### config.mk
export PLATFORM = sky130hd
export DESIGN_NAME = cache_miss_handler
export DESIGN_NICKNAME = d
export VERILOG_FILES = /design/src/rtl/cache_miss_handler.sv
export SDC_FILE = /design/constraint.sdc
export NUM_CORES = 2
export LEC_CHECK = 0
export ABC_AREA = 1
export CAP_MARGIN = 20
export CORE_AREA = 2 2 470 472
export CTS_CLUSTER_DIAMETER = 50
export DETAILED_ROUTE_END_ITERATION = 16
export DIE_AREA = 0 0 472 474
export DONT_BUFFER_PORTS = 1
export PLACE_DENSITY_LB_ADDON = 0.08
export SYNTH_ARGS = -nofsm -noshare
export SYNTH_HDL_FRONTEND = slang
export SYNTH_SLANG_ARGS = --single-unit
### constraint.sdc
create_clock -name clk -period 3 [get_ports clk]
set_input_delay 0.3 -clock clk [delete_from_list [all_inputs] [get_ports clk]]
set_output_delay 0.3 -clock clk [all_outputs]
set_load 0.01 [all_outputs]
### src/rtl/cache_miss_handler.sv
// Miss/refill engine behind a 4-way set-associative cache array. It writes back a dirty victim,
// bursts in the missing line and returns it as a single fill write. Option: CACHE_MISS_CRIT_WORD_EN.
module cache_miss_handler #(
  parameter int TAG_BITS        = 18,
  parameter int INDEX_BITS      = 8,
  parameter int LINE_SIZE_BYTES = 64,
  parameter int DATA_WIDTH      = 32,
  parameter int WAYS            = 4
) (
  input  logic                                                  clk,
  input  logic                                                  rst,
  input  logic                                                  i_miss_valid,
  output logic                                                  o_miss_ready,
  input  logic [TAG_BITS-1:0]                                   i_miss_tag,
  input  logic [INDEX_BITS-1:0]                                 i_miss_index,
  input  logic [$clog2(WAYS)-1:0]                               i_victim_way,
  input  logic                                                  i_victim_dirty,
  input  logic [TAG_BITS-1:0]                                   i_victim_tag,
  input  logic [8*LINE_SIZE_BYTES-1:0]                          i_victim_line,
  output logic                                                  o_mem_req,
  output logic                                                  o_mem_we,
  output logic [TAG_BITS+INDEX_BITS+$clog2(LINE_SIZE_BYTES)-1:0] o_mem_addr,
  input  logic                                                  i_mem_gnt,
  output logic                                                  o_mem_wvalid,
  output logic [DATA_WIDTH-1:0]                                 o_mem_wdata,
  input  logic                                                  i_mem_wready,
  input  logic                                                  i_mem_rvalid,
  input  logic [DATA_WIDTH-1:0]                                 i_mem_rdata,
`ifdef CACHE_MISS_CRIT_WORD_EN
  input  logic [$clog2(LINE_SIZE_BYTES)-2:0]                    i_miss_word,
  output logic                                                  o_crit_valid,
  output logic [DATA_WIDTH-1:0]                                 o_crit_data,
`endif
  output logic                                                  o_fill_valid,
  output logic [INDEX_BITS-1:0]                                 o_fill_index,
  output logic [$clog2(WAYS)-1:0]                               o_fill_way,
  output logic [TAG_BITS-1:0]                                   o_fill_tag,
  output logic [8*LINE_SIZE_BYTES-1:0]                          o_fill_line,
  output logic                                                  o_busy
);
  localparam int OFFSET_BITS = $clog2(LINE_SIZE_BYTES);
  localparam int WAY_BITS    = $clog2(WAYS);
  localparam int BEATS       = LINE_SIZE_BYTES * 8 / DATA_WIDTH;
  localparam int CNT_BITS    = $clog2(BEATS);

  typedef enum logic [2:0] {IDLE, WB_REQ, WB_DATA, RD_REQ, RD_DATA, FILL} state_t;

  typedef struct packed {
    logic [TAG_BITS-1:0]   tag;
    logic [INDEX_BITS-1:0] index;
    logic [WAY_BITS-1:0]   way;
    logic                  dirty;
    logic [TAG_BITS-1:0]   vtag;
  } miss_req_t;

  state_t                             state, state_nxt;
  miss_req_t                          req_q;
  logic [BEATS-1:0][DATA_WIDTH-1:0]   victim_q;
  logic [BEATS-1:0][DATA_WIDTH-1:0]   line_buf;
  logic [CNT_BITS-1:0]                cnt;
  logic                               accept, wbeat, rbeat, last_beat;

  assign accept    = (state == IDLE) && i_miss_valid;
  assign wbeat     = (state == WB_DATA) && i_mem_wready;
  assign rbeat     = (state == RD_DATA) && i_mem_rvalid;
  assign last_beat = (cnt == CNT_BITS'(BEATS - 1));

  // One counter serves both bursts; it wraps to 0 on the last beat of each.
  always_ff @(posedge clk) begin
    if (rst) begin
      state    <= IDLE;
      cnt      <= '0;
      req_q    <= '0;
      victim_q <= '0;
      line_buf <= '0;
    end else begin
      state <= state_nxt;
      if (accept) begin
        req_q.tag   <= i_miss_tag;
        req_q.index <= i_miss_index;
        req_q.way   <= i_victim_way;
        req_q.dirty <= i_victim_dirty;
        req_q.vtag  <= i_victim_tag;
        victim_q    <= i_victim_line;
        cnt         <= '0;
      end else if (wbeat || rbeat) begin
        cnt <= last_beat ? '0 : cnt + 1'b1;
      end
      if (rbeat) line_buf[cnt] <= i_mem_rdata;
    end
  end

  always_comb begin
    state_nxt    = state;
    o_mem_req    = 1'b0;
    o_mem_we     = 1'b0;
    o_mem_wvalid = 1'b0;
    o_fill_valid = 1'b0;
    o_mem_addr   = {req_q.tag, req_q.index, {OFFSET_BITS{1'b0}}};
    case (state)
      IDLE:    if (i_miss_valid) state_nxt = i_victim_dirty ? WB_REQ : RD_REQ;
      WB_REQ: begin
        o_mem_req  = 1'b1;
        o_mem_we   = 1'b1;
        o_mem_addr = {req_q.vtag, req_q.index, {OFFSET_BITS{1'b0}}};
        if (i_mem_gnt) state_nxt = WB_DATA;
      end
      WB_DATA: begin
        o_mem_wvalid = 1'b1;
        if (i_mem_wready && last_beat) state_nxt = RD_REQ;
      end
      RD_REQ: begin
        o_mem_req = 1'b1;
        if (i_mem_gnt) state_nxt = RD_DATA;
      end
      RD_DATA: if (i_mem_rvalid && last_beat) state_nxt = FILL;
      FILL: begin
        o_fill_valid = 1'b1;
        state_nxt    = IDLE;
      end
      default: state_nxt = IDLE;
    endcase
  end

  assign o_miss_ready = (state == IDLE);
  assign o_busy       = (state != IDLE);
  assign o_mem_wdata  = victim_q[cnt];
  assign o_fill_index = req_q.index;
  assign o_fill_way   = req_q.way;
  assign o_fill_tag   = req_q.tag;
  assign o_fill_line  = line_buf;

`ifdef CACHE_MISS_CRIT_WORD_EN
  localparam int CRIT_BITS = OFFSET_BITS - 1;
  logic [CRIT_BITS-1:0] crit_word_q;

  always_ff @(posedge clk) begin
    if (rst)         crit_word_q <= '0;
    else if (accept) crit_word_q <= i_miss_word;
  end

  // Forwarded straight from the read bus so the requester can restart before the fill.
  assign o_crit_valid = rbeat && (CRIT_BITS'(cnt) == crit_word_q);
  assign o_crit_data  = o_crit_valid ? i_mem_rdata : '0;
`endif
endmodule

==> reports/qor.txt <==
Synth area leaders: dfxtp_1 (50%), nand2_1 (12%), a21oi_1 (9.1%)
Worst Setup Path Type: register to output port
Vias in the first global route: 43,080
CP peak stage delay: 0.45 ns
Final Core Density: 29.01%
Sequential share of the synthesized area: 49.63%
IO Count: 1,207
DR DRC count: 0
Final Cycle Share: 106.2%
DR pass1 iterations: 6
Post-layout min period: 3.186 ns
Post-synthesis simple-gate area fraction: 23.85%
Final Non-Filler Cells: 9,871
Max VDD drop: 0.5789 mV
RSZ-0062 raised after global routing: true
Lkg Pwr: 24.09 nW
Post-Route WL: 261,800 um
Seq cells post-synth: 1,077
GPL Wtd Cong: 0.8189
Mapped Area: 43,440 sq um
Detailed Place HPWL: 180,600 um
Area Growth Syn to Fin: 46.01%
DR vias: 43,950
Core Region: 218,700 sq um
Slew HR: 13.31%
Worst hold-check path type: input pin to register
H-tree Lvls: 4
Die height: 474 um
CTS clk-pin slew, worst paths: 0.06 ns
Synth Area in XOR/XNOR: 0%
Avg WL per Cell: 26.52 um
Prevailing post-synth register cell: dfxtp_1
Synth cell count leaders: nand2_1 (1,419), dfxtp_1 (1,077), nor2_1 (846)
Global-route wire length before repair: 349,200 um
Inserted Clock Buffers: 180
Die W: 472 um
Worst Skew: 0.04074 ns
Critical path startpoint category: register
Peak Freq: 0.3139 GHz
Clock Sinks: 1,077
Crit path capture type: output port
Final hold vios: 0
Clk buf depth: 3
Die footprint: 223,700 sq um
Clk_lat worst skew: 0.83 ns
Mapped Avg Cell Area: 7.187 sq um
Final ANT Viol Nets: 0
Initial Util: 19.87%
Worst path required time: 2.70 ns
Synth top area share: 49.63%
Drt via density: 4.453
Largest family of logic cells by synthesized area: simple AND/OR/NAND/NOR gates
Number of port buffers: 0
Synth Area in Adders: 0.1152%
Failing checks: negative setup slack
YS warnings: 0
Final worst slack: -0.1857 ns
Largest net degree at the start of global routing: 287
CTS tree: built
Clock root cell: clkbuf_16
WP data arrival: 2.89 ns
Final Setup Violations: 12
Synth area leader: dfxtp_1
Slowest cell on the critical path: o211ai_1
Post-Place Cells: 8,493
Library cells used by synthesis: 23
Post-synth ARST share: 0%
Synth Instances: 6,044
GRT Total Usage: 22.10%
Most frequent cell after synthesis: nand2_1
# rows: 172
Critical-path cell list: buf_16, o211ai_1, nand2_1, nand2_1, nand4_1, buf_4
PD cells: 869.6 nW/um^2
Number of DRC markers in iteration 0: 2,508
Most used cell, CP: nand2_1
Status: complete, but fails checks
Layout cells sized above 1: 9.343%
Placement Setup Slack: 0.3772 ns
Multiplexer area fraction after synthesis: 0%
Remaining global-route overflow: 0
Max FO, Critical Path: 21
Fin. max-slew vios: 0
Tightest Pin Transition: 1.300 ns
Compound-Gate Fraction of Synth Area: 18.00%
Post-synth EDFFs: 0
Number of max-cap violations: 0
Initial antenna violation count: 128
# nets final: 7,374
cell usage in the layout, fill, tap and decap left out, types with 5 or more instances in the layout:
| master | synthesis | routed |
|---|---|---|
| o21ai_0 | 488 | 475 |
| nand2_4 | 1 | 14 |
| dfxtp_1 | 1077 | 1074 |
| nand4_1 | 36 | 36 |
| diode_2 | 0 | 75 |
| buf_12 | 0 | 53 |
| nand2_2 | 2 | 83 |
| nor2_4 | 8 | 13 |
| buf_6 | 0 | 24 |
| buf_4 | 42 | 85 |
| o21ai_1 | 0 | 5 |
| a21oi_1 | 786 | 783 |
| inv_1 | 330 | 326 |
| nand3_1 | 293 | 292 |
| clkinv_4 | 0 | 24 |
| clkbuf_1 | 347 | 19 |
| clkbuf_16 | 0 | 195 |
| nor2_1 | 846 | 842 |
| dlygate4sd3_1 | 0 | 898 |
| clkbuf_8 | 0 | 28 |
| o211ai_1 | 192 | 192 |
| clkinv_8 | 0 | 5 |
| inv_2 | 5 | 6 |
| inv_6 | 0 | 11 |
| nand2_1 | 1419 | 1325 |
| clkinv_2 | 0 | 24 |
| conb_1 | 1 | 6 |
| o21ai_2 | 0 | 8 |
| buf_16 | 0 | 13 |
| clkinvlp_4 | 0 | 16 |
| bufinv_16 | 0 | 22 |
where the power goes:
group	internal (mW)	switching (mW)	leakage [nW]	total, mW
sequential	16.2	0.992	8.77	17.2
combinational	5.66	10.1	12.2	15.7
clock	13.9	8.28	3.12	22.2
total	35.8	19.4	24.1	55.2
critical path: cells and delay by family (launching register included):
| family | cells | cell delay (ns) |
|---|---|---|
| and+or+nand+nor | 3 | 0.70 |
| buffers and inverters | 2 | 0.50 |
| AOI/OAI and AO/OA | 1 | 0.45 |
| DFF | 1 | 0.39 |
kinds of logic after synthesis:
kind of cell / after synthesis
AOI/OAI and AO/OA: 1466
adders and majority gates: 4
and+or+nand+nor: 2612
buffers and inverters: 884
other: 1
DFF: 1077
layout make-up:
type                            instances  area (sq um)
Timing Repair inverter                  1         8.758
Multi-Input combinational cell       4088         18650
Inverter                              336          1286
Sequential cell                      1077         21570
Clock inverter                        104          1398
Timing Repair Buffer                 1089         11680
Antenna cell                           75         187.7
Clock buffer                          230          5047
Fill cell                           23870        155200
Tap cell                             2871          3592
path summary, 6_finish.rpt:
| path | from | endpoint | slack [ns] | cells after the start |
|---|---|---|---|---|
| setup / recovery | cnt[0]$_SDFFE_PP0P_ | o_mem_wdata[28] | -0.19 | 6 |
| hold / removal | i_mem_rdata[9] | o_fill_line[489]$_SDFFE_PP0P_ | 0.04 | 2 |
| setup reg to reg | state[0]$_SDFFE_PP0P_ | victim_q[330]$_SDFFE_PP0P_ | 0.15 | 10 |
| hold reg to reg | req_q[15]$_SDFFE_PP0P_ | req_q[15]$_SDFFE_PP0P_ | 0.45 | 2 |
registers in the layout, summed over array words and instances (netlist names):
register / count
o_fill_tag: 18
cnt: 4
victim_q: 512
o_fill_way: 2
req_q: 18
o_fill_index: 8
o_fill_line: 512
state: 3
metrics by stage:
stage | power, mW | TNS [ns] | instance area [sq um] | hold slack (ns)
floorplan | 24.67 | 0 | 43460 | 0.4245
global placement | 29.95 | 0 | 46220 | 0.4062
detailed placement | 30.04 | 0 | 46220 | 0.4056
CTS | 55.04 | -3.556 | 62140 | 0.0002236
global route | 57.90 | -3.662 | 63390 | 0.01454
finish | 55.16 | -0.7361 | 63430 | 0.04163
repair_timing:
item | CTS | global route
cloned | 5 | 16
gates resized for setup | 82 | 119
setup buffers | 4 | 46
pin swaps | 23 | 87
hold endpoints to repair | 833 | 0
hold buffers | 900 | 0
setup endpoints to repair | 32 | 63
metal layers:
| metal | track usage [%] | part of all wire (%) |
|---|---|---|
| met1 | 23.55 | 38 |
| met2 | 38.29 | 49 |
| met3 | 8.965 | 8.8 |
| met4 | 9.587 | 4.3 |
| met5 | 0.3028 | 0.25 |
No activity file was read; power rests on OpenSTA's default activity.
